$ cat src/rtl/muldiv_unit.sv
// Iterative RV32M multiply/divide unit: 32-step shift-add multiply and restoring
// divide over sign-stripped magnitudes, with a start/busy/done handshake.
module muldiv_unit #(
    parameter int XLEN = 32
) (
    input  logic            clk,
    input  logic            reset,
    input  logic            start_i,
    input  logic [4:0]      alu_op_i,
    input  logic [XLEN-1:0] a_i,
    input  logic [XLEN-1:0] b_i,
    input  logic            flush_i,
    output logic            busy_o,
    output logic            done_o,
    output logic [XLEN-1:0] result_o
);
    localparam logic [4:0] OP_MUL  = 5'b01010;
    localparam logic [4:0] OP_REMU = 5'b10001;
    localparam int         CW      = $clog2(XLEN);
    localparam logic [CW-1:0]   LAST_STEP = CW'(XLEN - 1);
    localparam logic [XLEN-1:0] MIN_INT   = {1'b1, {(XLEN-1){1'b0}}};

    typedef enum logic [1:0] {IDLE, CALC, FIX, DONE} state_t;

    state_t              state_q;
    logic [CW-1:0]       cnt_q;
    logic [2:0]          op_q;        // 0 mul .. 7 remu
    logic [2*XLEN-1:0]   acc_q;       // multiply: {hi, lo}; divide: low half = dividend/quotient
    logic [XLEN-1:0]     bmag_q;
    logic [XLEN:0]       rem_q;
    logic                neg_q;
    logic                negr_q;
    logic [XLEN-1:0]     result_q;
    logic                done_q;

    // Acceptance-side decode
    logic [2:0]      op_idx;
    logic            op_ok, a_sgn, b_sgn, a_neg, b_neg, is_div, is_rem, div_by0, ovf;
    logic [XLEN-1:0] a_mag, b_mag, spec_res;

    always_comb begin
        op_idx  = 3'(alu_op_i - OP_MUL);
        op_ok   = (alu_op_i >= OP_MUL) && (alu_op_i <= OP_REMU);
        a_sgn   = (op_idx == 3'd0) || (op_idx == 3'd1) || (op_idx == 3'd2) ||
                  (op_idx == 3'd4) || (op_idx == 3'd6);
        b_sgn   = (op_idx == 3'd0) || (op_idx == 3'd1) ||
                  (op_idx == 3'd4) || (op_idx == 3'd6);
        a_neg   = a_sgn & a_i[XLEN-1];
        b_neg   = b_sgn & b_i[XLEN-1];
        a_mag   = a_neg ? -a_i : a_i;
        b_mag   = b_neg ? -b_i : b_i;
        is_div  = op_idx[2];
        is_rem  = op_idx[2] & op_idx[1];
        div_by0 = (b_i == '0);
        ovf     = a_sgn && (a_i == MIN_INT) && (b_i == '1);
        if (is_rem) spec_res = div_by0 ? a_i : '0;
        else        spec_res = div_by0 ? '1 : MIN_INT;
    end

    // One iteration step for both datapaths
    logic [XLEN:0]     mul_sum;
    logic [2*XLEN:0]   mul_sh;
    logic [XLEN+1:0]   div_sh, div_diff;
    logic [2*XLEN-1:0] acc_d;
    logic [XLEN:0]     rem_d;

    always_comb begin
        mul_sum  = {1'b0, acc_q[2*XLEN-1:XLEN]} + (acc_q[0] ? {1'b0, bmag_q} : '0);
        mul_sh   = {mul_sum, acc_q[XLEN-1:0]} >> 1;
        div_sh   = {rem_q, acc_q[XLEN-1]};
        div_diff = div_sh - {2'b00, bmag_q};
        if (op_q[2]) begin
            // Borrow set means the shifted remainder is below the divisor: restore.
            acc_d = {acc_q[2*XLEN-1:XLEN], acc_q[XLEN-2:0], ~div_diff[XLEN+1]};
            rem_d = div_diff[XLEN+1] ? div_sh[XLEN:0] : div_diff[XLEN:0];
        end else begin
            acc_d = mul_sh[2*XLEN-1:0];
            rem_d = rem_q;
        end
    end

    // Sign fix-up and output selection
    logic [2*XLEN-1:0] prod;
    logic [XLEN-1:0]   quo, rmd, fix_res;

    always_comb begin
        prod = neg_q  ? -acc_q : acc_q;
        quo  = neg_q  ? -acc_q[XLEN-1:0] : acc_q[XLEN-1:0];
        rmd  = negr_q ? -rem_q[XLEN-1:0] : rem_q[XLEN-1:0];
        case (op_q)
            3'd0:             fix_res = prod[XLEN-1:0];
            3'd1, 3'd2, 3'd3: fix_res = prod[2*XLEN-1:XLEN];
            3'd4, 3'd5:       fix_res = quo;
            default:          fix_res = rmd;
        endcase
    end

    always_ff @(posedge clk) begin
        if (reset) begin
            state_q  <= IDLE;
            cnt_q    <= '0;
            op_q     <= '0;
            acc_q    <= '0;
            bmag_q   <= '0;
            rem_q    <= '0;
            neg_q    <= 1'b0;
            negr_q   <= 1'b0;
            result_q <= '0;
            done_q   <= 1'b0;
        end else begin
            done_q <= 1'b0;
            case (state_q)
                IDLE: begin
                    if (start_i && !flush_i && op_ok) begin
                        op_q   <= op_idx;
                        neg_q  <= a_neg ^ b_neg;
                        negr_q <= a_neg;
                        bmag_q <= b_mag;
                        acc_q  <= {{XLEN{1'b0}}, a_mag};
                        rem_q  <= '0;
                        cnt_q  <= '0;
                        if (is_div && (div_by0 || ovf)) begin
                            result_q <= spec_res;
                            done_q   <= 1'b1;
                            state_q  <= DONE;
                        end else begin
                            state_q  <= CALC;
                        end
                    end
                end
                CALC: begin
                    if (flush_i) begin
                        state_q <= IDLE;
                    end else begin
                        acc_q <= acc_d;
                        rem_q <= rem_d;
                        cnt_q <= cnt_q + 1'b1;
                        if (cnt_q == LAST_STEP) state_q <= FIX;
                    end
                end
                FIX: begin
                    if (flush_i) begin
                        state_q <= IDLE;
                    end else begin
                        result_q <= fix_res;
                        done_q   <= 1'b1;
                        state_q  <= DONE;
                    end
                end
                default: state_q <= IDLE;
            endcase
        end
    end

    assign busy_o   = (state_q != IDLE);
    assign done_o   = done_q;
    assign result_o = result_q;
endmodule
$ cat config.mk
export PLATFORM = sky130hd
export DESIGN_NAME = muldiv_unit
export DESIGN_NICKNAME = d
export VERILOG_FILES = /design/src/rtl/muldiv_unit.sv
export SDC_FILE = /design/constraint.sdc
export NUM_CORES = 1
export LEC_CHECK = 0
export BUFFER_PORTS_ARGS = -buffer_cell sky130_fd_sc_hd__buf_2
export CAP_MARGIN = 10
export CORE_MARGIN = 10
export CORE_UTILIZATION = 35
export CTS_BUF_LIST = sky130_fd_sc_hd__clkbuf_8
export CTS_CLUSTER_DIAMETER = 100
export DETAILED_ROUTE_END_ITERATION = 12
export PLACE_DENSITY = 0.56
export SYNTH_ARGS = -nofsm -noshare
export SYNTH_HDL_FRONTEND = slang
export SYNTH_SLANG_ARGS = --single-unit
$ cat constraint.sdc
create_clock -name clk -period 4.9 [get_ports clk]
set_input_delay 0.49 -clock clk [delete_from_list [all_inputs] [get_ports clk]]
set_output_delay 0.49 -clock clk [all_outputs]
set_load 0.005 [all_outputs]
==> Word-level counts from Yosys, hierarchy flattened <==
Index checks and enable logic that the tools add are counted.
{ "op_classes": {"n_reduce_logical": 29, "order_cmp": 2, "n_mux": 36, "n_shift": 0, "mul": 0, "n_div": 0, "eq_ne": 21, "add_sub_neg": 9, "bitwise_logic": 5} }
{ "ops": {"columns": ["op", "n"], "rows": [
  ["32-bit 2-to-1 mux", 10],
  ["64-bit 2-to-1 mux", 4],
  ["33-bit 2-to-1 mux", 4],
  ["32-bit negation", 4],
  ["64-bit case mux with 2 select lines", 1],
  ["32-bit case mux with 3 select lines", 1],
  ["33-bit case mux with 2 select lines", 1],
  ["32-bit == test (second input constant)", 2],
  ["64-bit negation", 1],
  ["32-bit case mux with 2 select lines", 1],
  ["34-bit by 32-bit subtractor with 34-bit output", 1],
  ["32-bit by 32-bit adder with 33-bit output", 1],
  ["32-bit logical NOT", 1],
  ["31-bit 2-to-1 mux", 1],
  ["3-bit == test (second input constant)", 4],
  ["2-bit inequality test (second input constant)", 6],
  ["4-bit AND reduction", 3],
  ["2-bit 2-to-1 mux", 5],
  ["5-bit 2-to-1 mux", 2],
  ["5-bit case mux with 2 select lines", 1],
  ["3-bit by 2-bit == test with 1-bit output (second input constant)", 3],
  ["1-bit logical OR", 7],
  ["3-bit by 1-bit == test with 1-bit output (second input constant)", 2],
  ["1-bit logical AND", 6],
  ["22 further kinds", 30]
]} }
{ "word_totals": {"word_cells": 113, "out_inout_bits": 34, "n_memories": 0, "reg_bits": 174, "input_bits": 73, "ram_bits": 0, "latchBits": 0, "rom_bits": 0} }

==> Longest topological paths before layout <==
Gate-level depths: netlist of the first run.
{ "logic_depth": {"word_depth": 13, "mapped_depth": 14, "mapped_depth_nobuf": 13} }

==> Worst setup path after synthesis of the first run <==
Ideal clock, no wire load.
{ "synth_timing": {"path_kind": "reg-to-reg", "start": "register acc_q[0]", "end": "register result_q[26] (netlist: result_o[26])", "setup_slack_ns": 1.560, "t_arrival_ns": 3.216, "setup_time_ns": 0.124, "period_less_slack_ns": 3.340, "n_path_buf": 2, "required_time_ns": 4.776, "path_stages_with_launch": 13, "path_cell_list": "dfxtp_1 inv_1 buf_1 ha_1 or4b_2 nor2_1 and3_1 clkbuf_1 nand3_1 nor3_1 mux2_2 a221oi_1 o21ai_1"} }
{ "synth_between": {"elab_chain_cells": 5, "word_cells_on_any_way": 7, "cone_classes": "add/sub: 2; mux: 5"} }
{ "synth_lines": {"columns": ["item", "line", "rtl"], "rows": [
  ["start: declaration", "28", "logic [2*XLEN-1:0] acc_q;"],
  ["start signal: assignment", "119", "acc_q <= {{XLEN{1'b0}}, a_mag};"],
  ["64-bit negation or 32-bit negation (tied branches)", "87, 88", null],
  ["64-bit 2-to-1 mux or 32-bit 2-to-1 mux (tied branches)", "87, 88", null],
  ["32-bit case mux with 3 select lines (*)", "90", "case (op_q)"],
  ["32-bit 2-to-1 mux (*)", "142", "if (flush_i) begin"],
  ["32-bit case mux with 2 select lines (*)", "112", "case (state_q)"],
  ["end signal: assignment", "123", "result_q <= spec_res;"],
  ["end signal: assignment", "145", "result_q <= fix_res;"],
  ["end: declaration", "33", "logic [XLEN-1:0] result_q;"]
]} }
Every way passes the cells marked *; elsewhere a longest branch is shown, timed or not. The select of a mux whose other input is x is not followed.
A chain may end at the register's enable or synchronous reset.

==> Worst setup path in the final report of the first run <==
{ "layout_timing": {"start": "register rem_q[0]", "end": "register rem_q[30]"} }
{ "layout_between": {"elab_chain_cells": 5} }
{ "layout_lines": {"columns": ["item", "line", "rtl"], "rows": [
  ["start: declaration", "30", "logic [XLEN:0] rem_q;"],
  ["start signal: assignment", "136", "rem_q <= rem_d;"],
  ["34-bit by 32-bit subtractor with 34-bit output", "71", "div_diff = div_sh - {2'b00, bmag_q};"],
  ["33-bit 2-to-1 mux", "75", "rem_d = div_diff[XLEN+1] ? div_sh[XLEN:0] : div_diff[XLEN:0];"],
  ["33-bit 2-to-1 mux", "72", "if (op_q[2]) begin"],
  ["33-bit 2-to-1 mux", "132", "if (flush_i) begin"],
  ["33-bit case mux with 2 select lines", "112", null]
]} }
Every way passes these cells. The select of a mux whose other input is x is not followed.

==> summary.txt, run 1 <==
Critical path
  • Worst setup path category: reg -> reg
  • WP data arrival: between 4000 and 5000 ps
  • CP max stage delay: between 900 and 1000 ps
  • Data required, critical path: about 5400 ps
  • Critical path's most frequent cell: sky130_fd_sc_hd__a21boi_0
  • Type of destination of the critical path: flop
  • Maximum net fanout on the critical path: 37
  • Logic depth of the worst register-to-register path: 10
  • Sequence of cells on the critical path: ha_1, nor2b_1, o31a_1, o211ai_1, a21boi_0, a21boi_0, o311a_2, nand2_1, o22ai_1, a21o_1
  • Critical Path Start Type: flop
  • Slowest CP cell: sky130_fd_sc_hd__o311a_2

STA
  • Part of the cycle the worst path needs: between 80 and 90%
  • Final Skew: approximately 16 ps
  • Setup repair after global routing missed its margin: false
  • Slew Viols, Final: 0
  • Worst Tran Pin Value: ~1200 ps
  • Worst relative slew slack: 16.8%
  • Total setup violations reported at the end of the flow: 0
  • Achievable clock frequency: between 0.2 and 0.25 GHz
  • Count of endpoints failing hold in the final timing report: 0
  • Total negative slack for setup checks: 0 ps
  • Final period demand of the worst path: 4060 ps

Synthesis
  • Net count after synthesis: 2,110
  • Yosys warning count: 0
  • Async set-reset flop share out of synthesis: 0%
  • Synth Area in Simple Gates: between 20% and 30%
  • Fraction of the yosys area taken by sequential cells: approximately a quarter
  • Main combinational cell family by area after synthesis: compound AO/OA/AOI/OAI gates
  • Fraction of the mapped netlist area in compound gates: between 20% and 30%
  • EDFF count, synth: 0
  • XOR/XNOR share of the synthesized area: 11.6%
  • Post-synthesis mux area share: just over 4%
  • Arithmetic-cell share of the synthesized area counting full adders, half adders and majority gates: under 10%
  • Post-synth cell types: a little under 80
  • Post-synthesis cell count: a little under 2,000
  • Primary FF master, synth: sky130_fd_sc_hd__dfxtp_1
  • Syn_area_per_cell: ~7.4 sq um
  • Post-Syn Area: 14,600 sq um
  • Seq cells post-synth: approximately 170

Min path
  • Worst min-delay path category: in -> reg
  • Worst hold path stage count: 2

CTS
  • Clock slew seen by the registers of the worst setup and hold paths: 100 ps
  • Skew-Pair Late Insertion Delay: about 530 ps
  • TritonCTS clock tree: yes
  • Count of hold-fix buffers inserted at cts: 0
  • Post-CTS Repair Setup Buffers: 0
  • Post-cts repair resize count: 0
  • Clk sinks: between 150 and 200
  • CTS Root Buffer Type: sky130_fd_sc_hd__clkbuf_8
  • Clock buffers created by TritonCTS: 17
  • H-tree levels: 4
  • Maximum clock path buffer count: 2

GRT
  • Grt ovf: 0
  • Pin count of the biggest net entering global routing: 64
  • Initial antenna violation count: 2
  • Total Routing Usage GR: between 20% and 30%
  • First-pass GRT wire length: 84.0 mm
  • Via count of the first global-routing pass: roughly 14,000

Floorplanning
  • Die extent in y: ~220 microns
  • Initial core utilization: roughly 35%
  • Total number of placement rows: 74
  • Die Width: about 220 microns
  • Die Footprint: between 50,000 and 60,000 sq um
  • Area of the core region: 41,000 sq um
  • Number of primary I/O pins: approximately 110

Placement
  • HPWL after DPL: about 42 mm
  • Global placement routability congestion: a little over 0.9
  • Number of placed instances, taps included: around 2,500
  • Count of input and output buffers: 106

Route
  • DR vias/cell: 5.82
  • Metal2 WL: between 20 and 25 mm
  • Number of vias after detailed routing: 14,797
  • Met3 layer wire length in the routed design: between 3 and 4 mm
  • Metal-1 WL: between 20 and 30 mm
  • Final routed wirelength across all metal layers: 54.0 mm
  • DRC errors left: 0
  • Top layer in use: met4
  • Residual antenna-violating net count after detailed routing: 0
  • First drt pass iteration count: 5
  • Post-DR wirelength/cell: 21.2 microns
  • Detailed Route Iter0 Violations: 1,342

Power
  • Pwr per Cell Area: roughly 220 nW/um^2
  • VDD IR-drop max: ~150 uV
  • P_leak: about 6.2 nW

Layout
  • Non-filler cells, final: approximately 2,500
  • Share of layout cells above drive strength 1: 9.90%
  • Net count, final: 2,144
  • Layout overhead on the synthesized area: 9.48%
  • Final design utilization: between 30% and 40%

Job
  • Maximum Capacitance Violations: 0

Status
  • Status: finished, final reports clean
==> synth_stat cells (all sizes together), types with 9 or more instances <==
| cell type | n | area share, % |
|---|---|---|
| nor2 | 214 | 5.5 |
| nand2 | 202 | 5.2 |
| dfxtp | 174 | 24 |
| o21ai | 174 | 6.0 |
| a21oi | 133 | 4.6 |
| xor2 | 110 | 6.6 |
| clkbuf | 99 | 2.6 |
| xnor2 | 83 | 5.0 |
| a211oi | 81 | 4.2 |
| inv | 76 | 2.0 |
| ha | 72 | 6.2 |
| mux2i | 57 | 3.9 |
| o31ai | 42 | 2.2 |
| nand3 | 28 | 0.96 |
| nor3 | 28 | 1.0 |
| a21o | 25 | 1.3 |
| o41ai | 24 | 1.5 |
| o221ai | 23 | 1.4 |
| or3 | 22 | 0.95 |
| nor4 | 21 | 1.0 |
| or4 | 20 | 1.1 |
| nand2b | 19 | 0.82 |
| nor2b | 18 | 0.77 |
| and2 | 17 | 0.73 |
| buf | 17 | 0.64 |
| a22oi | 16 | 0.83 |
| nand4 | 16 | 0.69 |
| o211ai | 16 | 0.83 |
| o21a | 13 | 0.67 |
| o22ai | 11 | 0.47 |
| a221oi | 10 | 0.60 |
| or2 | 10 | 0.43 |
| and3 | 9 | 0.39 |
==> layout make-up <==
class | instances | area, sq um
inverter | 76 | 285
tap | 532 | 666
antenna | 1 | 2.50
fill | 4267 | 25100
timing repair buffer | 131 | 733
sequential | 174 | 3490
multi-input combinational | 1597 | 10400
clock inverter | 13 | 148
clock buffer | 19 | 262
==> critical path, delay by kind of cell (launching register included) <==
kind	cells	cell delay [ps]
adder cells (fa/ha/maj)	1	290
AO/OA/AOI/OAI	7	2700
AND/OR/NAND/NOR	2	520
flip-flops	1	490
==> per-layer routing <==
metal  vias to the layer above  global-route usage, %
met5                         -                      0
met4                         0                   6.71
li1                       7190                      -
met1                      7040                   28.1
met2                       486                   33.8
met3                        81                   3.74
==> flip-flops by register name, indices dropped and copies added (netlist names) <==
| register | cells |
|---|---|
| acc_q | 64 |
| rem_q | 33 |
| bmag_q | 32 |
| result_o | 32 |
| cnt_q | 5 |
| op_q | 3 |
| state_q | 2 |
| done_o | 1 |
| neg_q | 1 |
| negr_q | 1 |
==> power breakdown <==
group          total (mW)  internal (mW)  switching (mW)
clock                1.11          0.523           0.587
sequential           1.48           1.44          0.0418
combinational       0.884          0.325           0.560
==> cell usage in the layout, fill, tap and decap left out, types with 26 or more instances in the layout <==
cell type,instances
sky130_fd_sc_hd__xor2_1,110
sky130_fd_sc_hd__xnor2_1,83
sky130_fd_sc_hd__o31ai_1,42
sky130_fd_sc_hd__o21ai_1,26
sky130_fd_sc_hd__inv_1,77
sky130_fd_sc_hd__nand3_1,28
sky130_fd_sc_hd__dfxtp_1,172
sky130_fd_sc_hd__a211oi_1,79
sky130_fd_sc_hd__a21oi_1,133
sky130_fd_sc_hd__mux2i_1,57
sky130_fd_sc_hd__nor3_1,26
sky130_fd_sc_hd__nand2_1,202
sky130_fd_sc_hd__nor2_1,212
sky130_fd_sc_hd__buf_2,105
sky130_fd_sc_hd__ha_1,72
sky130_fd_sc_hd__o21ai_0,148
==> kinds of logic (layout without fill, tap and decap cells) <==
group           count (synthesis)  in the layout
mux                            60             60
compound gates                623            623
other cells                     0              1
simple gates                  647            647
xor+xnor                      193            193
buf+inv                       192            239
fa+ha+maj                      74             74
flops                         174            174
==> path summary, 6_finish.rpt <==
kind / startpoint / endpoint / slack (ps)
worst max-delay path: rem_q[0]$_SDFFE_PP0P_ / rem_q[30]$_SDFFE_PP0P_ / 840
worst min-delay path: alu_op_i[1] / op_q[1]$_SDFFE_PP0P_ / 230
worst max register to register: rem_q[0]$_SDFFE_PP0P_ / rem_q[30]$_SDFFE_PP0P_ / 840
worst min register to register: result_o[13]$_SDFFE_PP0P_ / result_o[13]$_SDFFE_PP0P_ / 450
==> per-stage QoR <==
stage                     power [mW]  area (sq um)  worst slack, ps  hold WS (ps)
after floorplan                 2.11         14600             1560           436
after global placement          2.38         15500             1010           431
after detailed placement        2.38         15500              917           441
after CTS                       3.49         15900              895           190
after global routing            3.63         15900              546           226
final                           3.47         15900              839           228
Power figures use the tool's default switching activity.
==> inputs of run 2 (changes only) <==
--- a/config.mk
+++ b/config.mk
@@ -12,7 +12,7 @@
 export CTS_BUF_LIST = sky130_fd_sc_hd__clkbuf_8
 export CTS_CLUSTER_DIAMETER = 100
 export DETAILED_ROUTE_END_ITERATION = 12
-export PLACE_DENSITY = 0.56
+export PLACE_DENSITY = 0.58
 export SYNTH_ARGS = -nofsm -noshare
 export SYNTH_HDL_FRONTEND = slang
 export SYNTH_SLANG_ARGS = --single-unit
==> constraint.sdc (replaced) <==
create_clock -name clk -period 3.7 [get_ports clk]
set_input_delay 0.37 -clock clk [delete_from_list [all_inputs] [get_ports clk]]
set_output_delay 0.37 -clock clk [all_outputs]
set_load 0.005 [all_outputs]
==> summary.txt, run 2 (synthesis results as in run 1) <==
Power
  • Pwr per Cell Area: 281 nW/um^2 (was 218 nW/um^2)
  • VDD IR-drop max: 213 uV (was 145 uV)
  • P_leak: 6.44 nW (was 6.18 nW)

Critical path
  • Type of destination of the critical path: flop (unchanged)
  • Maximum net fanout on the critical path: 6 (was 37)
  • Buffering stage count on the worst path with inverters included: 0 (unchanged)
  • Data required, critical path: 4100 ps (was 5380 ps)
  • WP data arrival: 3880 ps (was 4540 ps)
  • Sequence of cells on the critical path: nor4_1, and4bb_2, nand4_1, or3b_1, o41ai_2, xor2_1, nor2_1, o311ai_1, a21oi_1 (was ha_1, nor2b_1, o31a_1, o211ai_1, a21boi_0, a21boi_0, o311a_2, nand2_1, o22ai_1, a21o_1)
  • Critical Path Start Type: flop (unchanged)
  • Worst setup path category: reg -> reg (unchanged)
  • Slowest CP cell: sky130_fd_sc_hd__nor4_1 (was sky130_fd_sc_hd__o311a_2)
  • CP delay by family, top: simple AND/OR/NAND/NOR gates (was compound AO/OA/AOI/OAI gates)
  • CP max stage delay: 690 ps (was 960 ps)

Placement
  • Worst slack after detailed placement: 170 ps (was 917 ps)
  • Count of input and output buffers: 106 (unchanged)
  • HPWL after DPL: 41.9 mm (was 42.1 mm)
  • Global placement routability congestion: 0.956 (was 0.915)
  • Number of placed instances, taps included: 2,562 (was 2,510)

Layout
  • Final design utilization: 39.9% (was 38.9%)
  • Total of fill cells in the finished design: 4,288 (was 4,267)
  • Layout overhead on the synthesized area: 12.5% (was 9.48%)
  • # diodes: 0 (was 1)
  • Most flop-heavy register: acc_q (unchanged)
  • Non-filler cells, final: 2,594 (was 2,543)
  • Top Registers: acc_q: 64 flops, rem_q: 33 flops (unchanged)
  • Share of layout cells above drive strength 1: 12.3% (was 9.90%)
  • FF/Latch Area: 3490 sq um (about the same)
  • Commonest non-fill, non-tap cell in the layout: sky130_fd_sc_hd__nor2_1 (unchanged)
  • Area taken by multi-input logic gates: 10,400 sq um (about the same)
  • Net count, final: 2,196 (was 2,144)
  • Top library cells by usage in the layout, fill and taps aside: sky130_fd_sc_hd__nor2_1 (212), sky130_fd_sc_hd__nand2_1 (202), sky130_fd_sc_hd__dfxtp_1 (171) (was sky130_fd_sc_hd__nor2_1 (212), sky130_fd_sc_hd__nand2_1 (202), sky130_fd_sc_hd__dfxtp_1 (172))
  • Flip-flop count of the largest register, all copies and words added: 64 (unchanged)

Floorplanning
  • Die Footprint: 50,200 sq um (unchanged)
  • Total number of placement rows: 74 (unchanged)
  • Die Width: 224 microns (unchanged)
  • Die extent in y: 224 microns (unchanged)
  • Number of primary I/O pins: 107 (unchanged)
  • Area of the core region: 41,000 sq um (unchanged)
  • Initial core utilization: 35.5% (unchanged)

STA
  • Total negative slack for setup checks: 0 ps (unchanged)
  • Count of endpoints failing hold in the final timing report: 0 (unchanged)
  • Slew Viols, Final: 0 (unchanged)
  • Total setup violations reported at the end of the flow: 0 (unchanged)
  • Worst Tran Pin Value: 970 ps (was 1250 ps)
  • Achievable clock frequency: 0.288 GHz (was 0.246 GHz)
  • Setup repair after global routing missed its margin: false (unchanged)
  • Worst relative slew slack: 35.3% (was 16.8%)
  • Final Skew: 24.0 ps (was 15.6 ps)
  • Final period demand of the worst path: 3470 ps (was 4060 ps)
  • Part of the cycle the worst path needs: 93.9% (was 82.9%)
  • Final WS setup: 225 ps (was 839 ps)

Route
  • DRC errors left: 0 (unchanged)
  • Final routed wirelength across all metal layers: 52.8 mm (was 54.0 mm)
  • First drt pass iteration count: 5 (unchanged)
  • Post-DR wirelength/cell: 20.4 microns (was 21.2 microns)
  • Number of vias after detailed routing: 15,082 (was 14,797)
  • Residual antenna-violating net count after detailed routing: 0 (unchanged)
  • DR vias/cell: 5.81 (was 5.82)
  • Detailed Route Iter0 Violations: 1,585 (was 1,342)

CTS
  • Maximum clock path buffer count: 2 (unchanged)
  • Clk sinks: 174 (unchanged)
  • Skew-Pair Late Insertion Delay: 530 ps (about the same)
  • CTS Root Buffer Type: sky130_fd_sc_hd__clkbuf_8 (unchanged)
  • Post-CTS Repair Setup Buffers: 0 (unchanged)
  • TritonCTS clock tree: yes (unchanged)
  • Clock buffers created by TritonCTS: 17 (unchanged)
  • H-tree levels: 4 (unchanged)
  • Clock slew seen by the registers of the worst setup and hold paths: 120 ps (was 100 ps)

Min path
  • Worst min-delay path category: in -> reg (unchanged)

Job
  • Maximum Capacitance Violations: 0 (unchanged)

GRT
  • Total Routing Usage GR: 20.5% (was 21.1%)
  • Initial antenna violation count: 2 (unchanged)
  • Grt ovf: 0 (unchanged)
  • Pin count of the biggest net entering global routing: 72 (was 64)
  • Via count of the first global-routing pass: 14,093 (was 14,231)
  • First-pass GRT wire length: 82.0 mm (was 84.0 mm)

Status
  • Status: finished, final reports clean (unchanged)
-- run 2: metrics by stage --
step	instance area [sq um]	hold WS (ps)	total power [mW]
after CTS	16400	102	4.61
after detailed placement	16000	438	3.20
after floorplan	14600	436	2.79
final	16400	141	4.61
after global routing	16400	112	4.81
after global placement	16000	430	3.19
-- run 2: layout make-up --
| cell class | count | area share [%] |
|---|---|---|
| Inverter | 76 | 1.74 |
| Tap cell | 532 | 4.07 |
| Clock buffer | 19 | 1.60 |
| Sequential cell | 174 | 21.3 |
| Clock inverter | 13 | 0.787 |
| Timing Repair Buffer | 183 | 7.24 |
| Multi-Input combinational cell | 1597 | 63.3 |
-- run 2: worst register-to-register path, stage by stage (launching register included) --
cell                       delay, ps
sky130_fd_sc_hd__dfxtp_1         390
sky130_fd_sc_hd__nor4_1          690
sky130_fd_sc_hd__and4bb_2        410
sky130_fd_sc_hd__nand4_1         140
sky130_fd_sc_hd__or3b_1          480
sky130_fd_sc_hd__o41ai_2         330
sky130_fd_sc_hd__xor2_1          340
sky130_fd_sc_hd__nor2_1          120
sky130_fd_sc_hd__o311ai_1        340
sky130_fd_sc_hd__a21oi_1         120
-- run 2: repair_timing --
action | in CTS | in global routing
endpoints found under the setup margin | 0 | 3
hold buffers | 0 | 0
hold endpoints to repair | 0 | 0
resized for setup | 0 | 2
-- run 2: final timing paths --
check / start / end / slack [ps] / cells past startpoint
setup / recovery: acc_q[24]$_SDFFE_PP0P_ / result_o[31]$_SDFFE_PP0P_ / 230 / 9
hold / removal: alu_op_i[1] / op_q[1]$_SDFFE_PP0P_ / 140 / 2
setup reg to reg: acc_q[24]$_SDFFE_PP0P_ / result_o[31]$_SDFFE_PP0P_ / 230 / 9
hold reg to reg: result_o[14]$_SDFFE_PP0P_ / result_o[14]$_SDFFE_PP0P_ / 450 / 2
-- run 2: power breakdown --
| part | total (mW) | internal [mW] | switching, mW | leakage, nW |
|---|---|---|---|---|
| Combinational | 1.22 | 0.479 | 0.745 | 4.84 |
| Clock | 1.43 | 0.581 | 0.850 | 0.188 |
| Sequential | 1.95 | 1.90 | 0.0469 | 1.41 |
| Total | 4.61 | 2.96 | 1.64 | 6.44 |
-- run 2: routing by layer --
| layer | part of all wire (%) | track usage, % | vias up |
|---|---|---|---|
| met5 | 0 | 0 | - |
| met1 | 46 | 27.9 | 7181 |
| met3 | 6.2 | 3.42 | 70 |
| li1 | - | - | 7288 |
| met2 | 45 | 32.3 | 543 |
| met4 | 2.5 | 6.43 | 0 |
==> inputs of run 3 (changes only) <==
--- a/config.mk
+++ b/config.mk
@@ -12,7 +12,7 @@
 export CTS_BUF_LIST = sky130_fd_sc_hd__clkbuf_8
 export CTS_CLUSTER_DIAMETER = 100
 export DETAILED_ROUTE_END_ITERATION = 12
-export PLACE_DENSITY = 0.58
+export PLACE_DENSITY = 0.53
 export SYNTH_ARGS = -nofsm -noshare
 export SYNTH_HDL_FRONTEND = slang
 export SYNTH_SLANG_ARGS = --single-unit
==> summary.txt, run 3 (synthesis results as in run 1) <==
STA
  • Count of endpoints failing hold in the final timing report: 0 (unchanged)
  • Final period demand of the worst path: 3510 ps (was 3470 ps)
  • Total setup violations reported at the end of the flow: 0 (unchanged)
  • Total negative slack for setup checks: 0 ps (unchanged)
  • Worst Tran Pin Value: 1070 ps (was 970 ps)
  • Final Skew: 18.4 ps (was 24.0 ps)
  • Worst relative slew slack: 28.6% (was 35.3%)
  • Setup repair after global routing missed its margin: false (unchanged)
  • Slew Viols, Final: 0 (unchanged)
  • Part of the cycle the worst path needs: 94.8% (was 93.9%)
  • Achievable clock frequency: 0.285 GHz (was 0.288 GHz)

Power
  • Pwr per Cell Area: 286 nW/um^2 (was 281 nW/um^2)
  • VDD IR-drop max: 199 uV (was 213 uV)
  • Power, Total: 4.67 mW (was 4.61 mW)
  • P_leak: 6.41 nW (was 6.44 nW)

Placement
  • HPWL after DPL: 42.6 mm (was 41.9 mm)
  • Global placement routability congestion: 0.925 (was 0.956)
  • Count of input and output buffers: 106 (unchanged)

GRT
  • Grt ovf: 0 (unchanged)
  • Pin count of the biggest net entering global routing: 81 (was 72)
  • Initial antenna violation count: 1 (was 2)
  • First-pass GRT wire length: 84.0 mm (was 82.0 mm)
  • Total Routing Usage GR: 21.1% (was 20.5%)
  • Via count of the first global-routing pass: 14,158 (was 14,093)

Critical path
  • Critical Path Start Type: flop (unchanged)
  • Slowest CP cell: sky130_fd_sc_hd__or4_1 (was sky130_fd_sc_hd__nor4_1)
  • Critical register-to-register path startpoint: acc_q[36]$_SDFFE_PP0P_ (was acc_q[24]$_SDFFE_PP0P_)
  • CP max stage delay: 630 ps (was 690 ps)
  • CP Launch Point: acc_q[36]$_SDFFE_PP0P_ (was acc_q[24]$_SDFFE_PP0P_)
  • WP data arrival: 3900 ps (was 3880 ps)
  • Sequence of cells on the critical path: or4_1, nor4_1, and3_1, or3b_1, o41ai_2, xor2_1, nor2_1, o311ai_1, a21oi_1 (was nor4_1, and4bb_2, nand4_1, or3b_1, o41ai_2, xor2_1, nor2_1, o311ai_1, a21oi_1)
  • Maximum net fanout on the critical path: 7 (was 6)
  • Data required, critical path: 4090 ps (was 4100 ps)
  • Logic depth of the worst register-to-register path: 9 (unchanged)
  • Type of destination of the critical path: flop (unchanged)
  • Worst setup path category: reg -> reg (unchanged)

Min path
  • Worst hold path stage count: 2 (unchanged)
  • Worst min-delay path category: in -> reg (unchanged)
  • Worst hold start: alu_op_i[1] (unchanged)

Layout
  • FF/Latch Area: 3490 sq um (unchanged)
  • Flip-flop count of the largest register, all copies and words added: 64 (unchanged)
  • Top Registers: acc_q: 64 flops, rem_q: 33 flops (unchanged)
  • Net count, final: 2,185 (was 2,196)
  • Most flop-heavy register: acc_q (unchanged)
  • Area taken by multi-input logic gates: 10,400 sq um (about the same)
  • # diodes: 0 (unchanged)
  • Commonest non-fill, non-tap cell in the layout: sky130_fd_sc_hd__nor2_1 (unchanged)
  • Layout overhead on the synthesized area: 12.0% (was 12.5%)
  • Share of layout cells above drive strength 1: 11.8% (was 12.3%)
  • Total of fill cells in the finished design: 4,347 (was 4,288)
  • Top library cells by usage in the layout, fill and taps aside: sky130_fd_sc_hd__nor2_1 (212), sky130_fd_sc_hd__nand2_1 (202), sky130_fd_sc_hd__dfxtp_1 (171) (unchanged)

Floorplanning
  • Die extent in y: 224 microns (unchanged)
  • Total number of placement rows: 74 (unchanged)
  • Number of primary I/O pins: 107 (unchanged)
  • Initial core utilization: 35.5% (unchanged)
  • Area of the core region: 41,000 sq um (unchanged)
  • Die Footprint: 50,200 sq um (unchanged)
  • Die Width: 224 microns (unchanged)

Route
  • Residual antenna-violating net count after detailed routing: 0 (unchanged)
  • First drt pass iteration count: 5 (unchanged)
  • DRC errors left: 0 (unchanged)
  • Final routed wirelength across all metal layers: 54.2 mm (was 52.8 mm)
  • Detailed Route Iter0 Violations: 1,391 (was 1,585)
  • Number of vias after detailed routing: 14,993 (was 15,082)
  • Post-DR wirelength/cell: 21.0 microns (was 20.4 microns)
  • DR vias/cell: 5.81 (about the same)

CTS
  • H-tree levels: 4 (unchanged)
  • Clk sinks: 174 (unchanged)
  • Clock slew seen by the registers of the worst setup and hold paths: 100 ps (was 120 ps)
  • CTS Root Buffer Type: sky130_fd_sc_hd__clkbuf_8 (unchanged)
  • Skew-Pair Late Insertion Delay: 520 ps (was 530 ps)
  • TritonCTS clock tree: yes (unchanged)
  • Clock buffers created by TritonCTS: 17 (unchanged)
  • Maximum clock path buffer count: 2 (unchanged)

Status
  • Status: finished, final reports clean (unchanged)

Job
  • Maximum Capacitance Violations: 0 (unchanged)
[run 3: cell types whose count changed in the layout (fill, tap and decap cells not counted), moves of 2 or more]
cell / change
sky130_fd_sc_hd__buf_4: -12
sky130_fd_sc_hd__bufinv_16: +2
sky130_fd_sc_hd__clkbuf_8: -2
sky130_fd_sc_hd__clkinv_2: +3
sky130_fd_sc_hd__clkinvlp_4: -3
[run 3: area by class of cell]
cell class / instances / share of cell area, %
multi-input cells: 1597 / 63.5
flip-flops and latches: 174 / 21.4
repair buffers: 172 / 6.84
well taps: 532 / 4.08
inverters: 76 / 1.75
clock buffers: 17 / 1.43
clock inverters: 14 / 1.03
[run 3: repair_timing]
item | 4_1_cts | 5_1_grt
hold buffers | 0 | 0
resized for setup | 0 | 2
endpoints found under the setup margin | 0 | 2
buffers inserted | 0 | 2
[run 3: final timing paths]
| check | slack [ps] | end |
|---|---|---|
| setup / recovery | 190 | result_o[31]$_SDFFE_PP0P_ |
| setup reg to reg | 190 | result_o[31]$_SDFFE_PP0P_ |
| hold reg to reg | 450 | result_o[27]$_SDFFE_PP0P_ |
| hold / removal | 90 | op_q[1]$_SDFFE_PP0P_ |
[run 3: where the power goes]
part	switching [mW]	internal, mW
Clock	0.820	0.668
Sequential	0.0487	1.90
Combinational	0.750	0.478
Total	1.62	3.05
[run 3: routing by layer]
layer,global-route usage [%],wire (microns),vias up
met5,0,0,-
li1,-,-,7265
met1,28.7,24900,7115
met3,3.44,3450,77
met4,6.30,1380,0
met2,33.7,24400,536
[run 3: through the flow]
step                      utilization [%]  setup WS (ps)  hold slack [ps]  area (sq um)  cells
after global routing                 39.8           61.5             85.4         16300   2582
after floorplan                         -            360              436         14600   1963
after detailed placement             38.8           90.6              438         15900   2549
after global placement               38.8           74.0              434         15900   2549
final                                39.8            193             91.8         16300   2582
after CTS                            39.7            138             47.7         16300   2580
[run 3: worst max-delay path: cells and delay by family, from the launching register on]
family	cells	cell delay [ps]
flip-flops	1	400
XOR/XNOR	1	400
AO/OA/AOI/OAI	3	730
AND/OR/NAND/NOR	5	1870
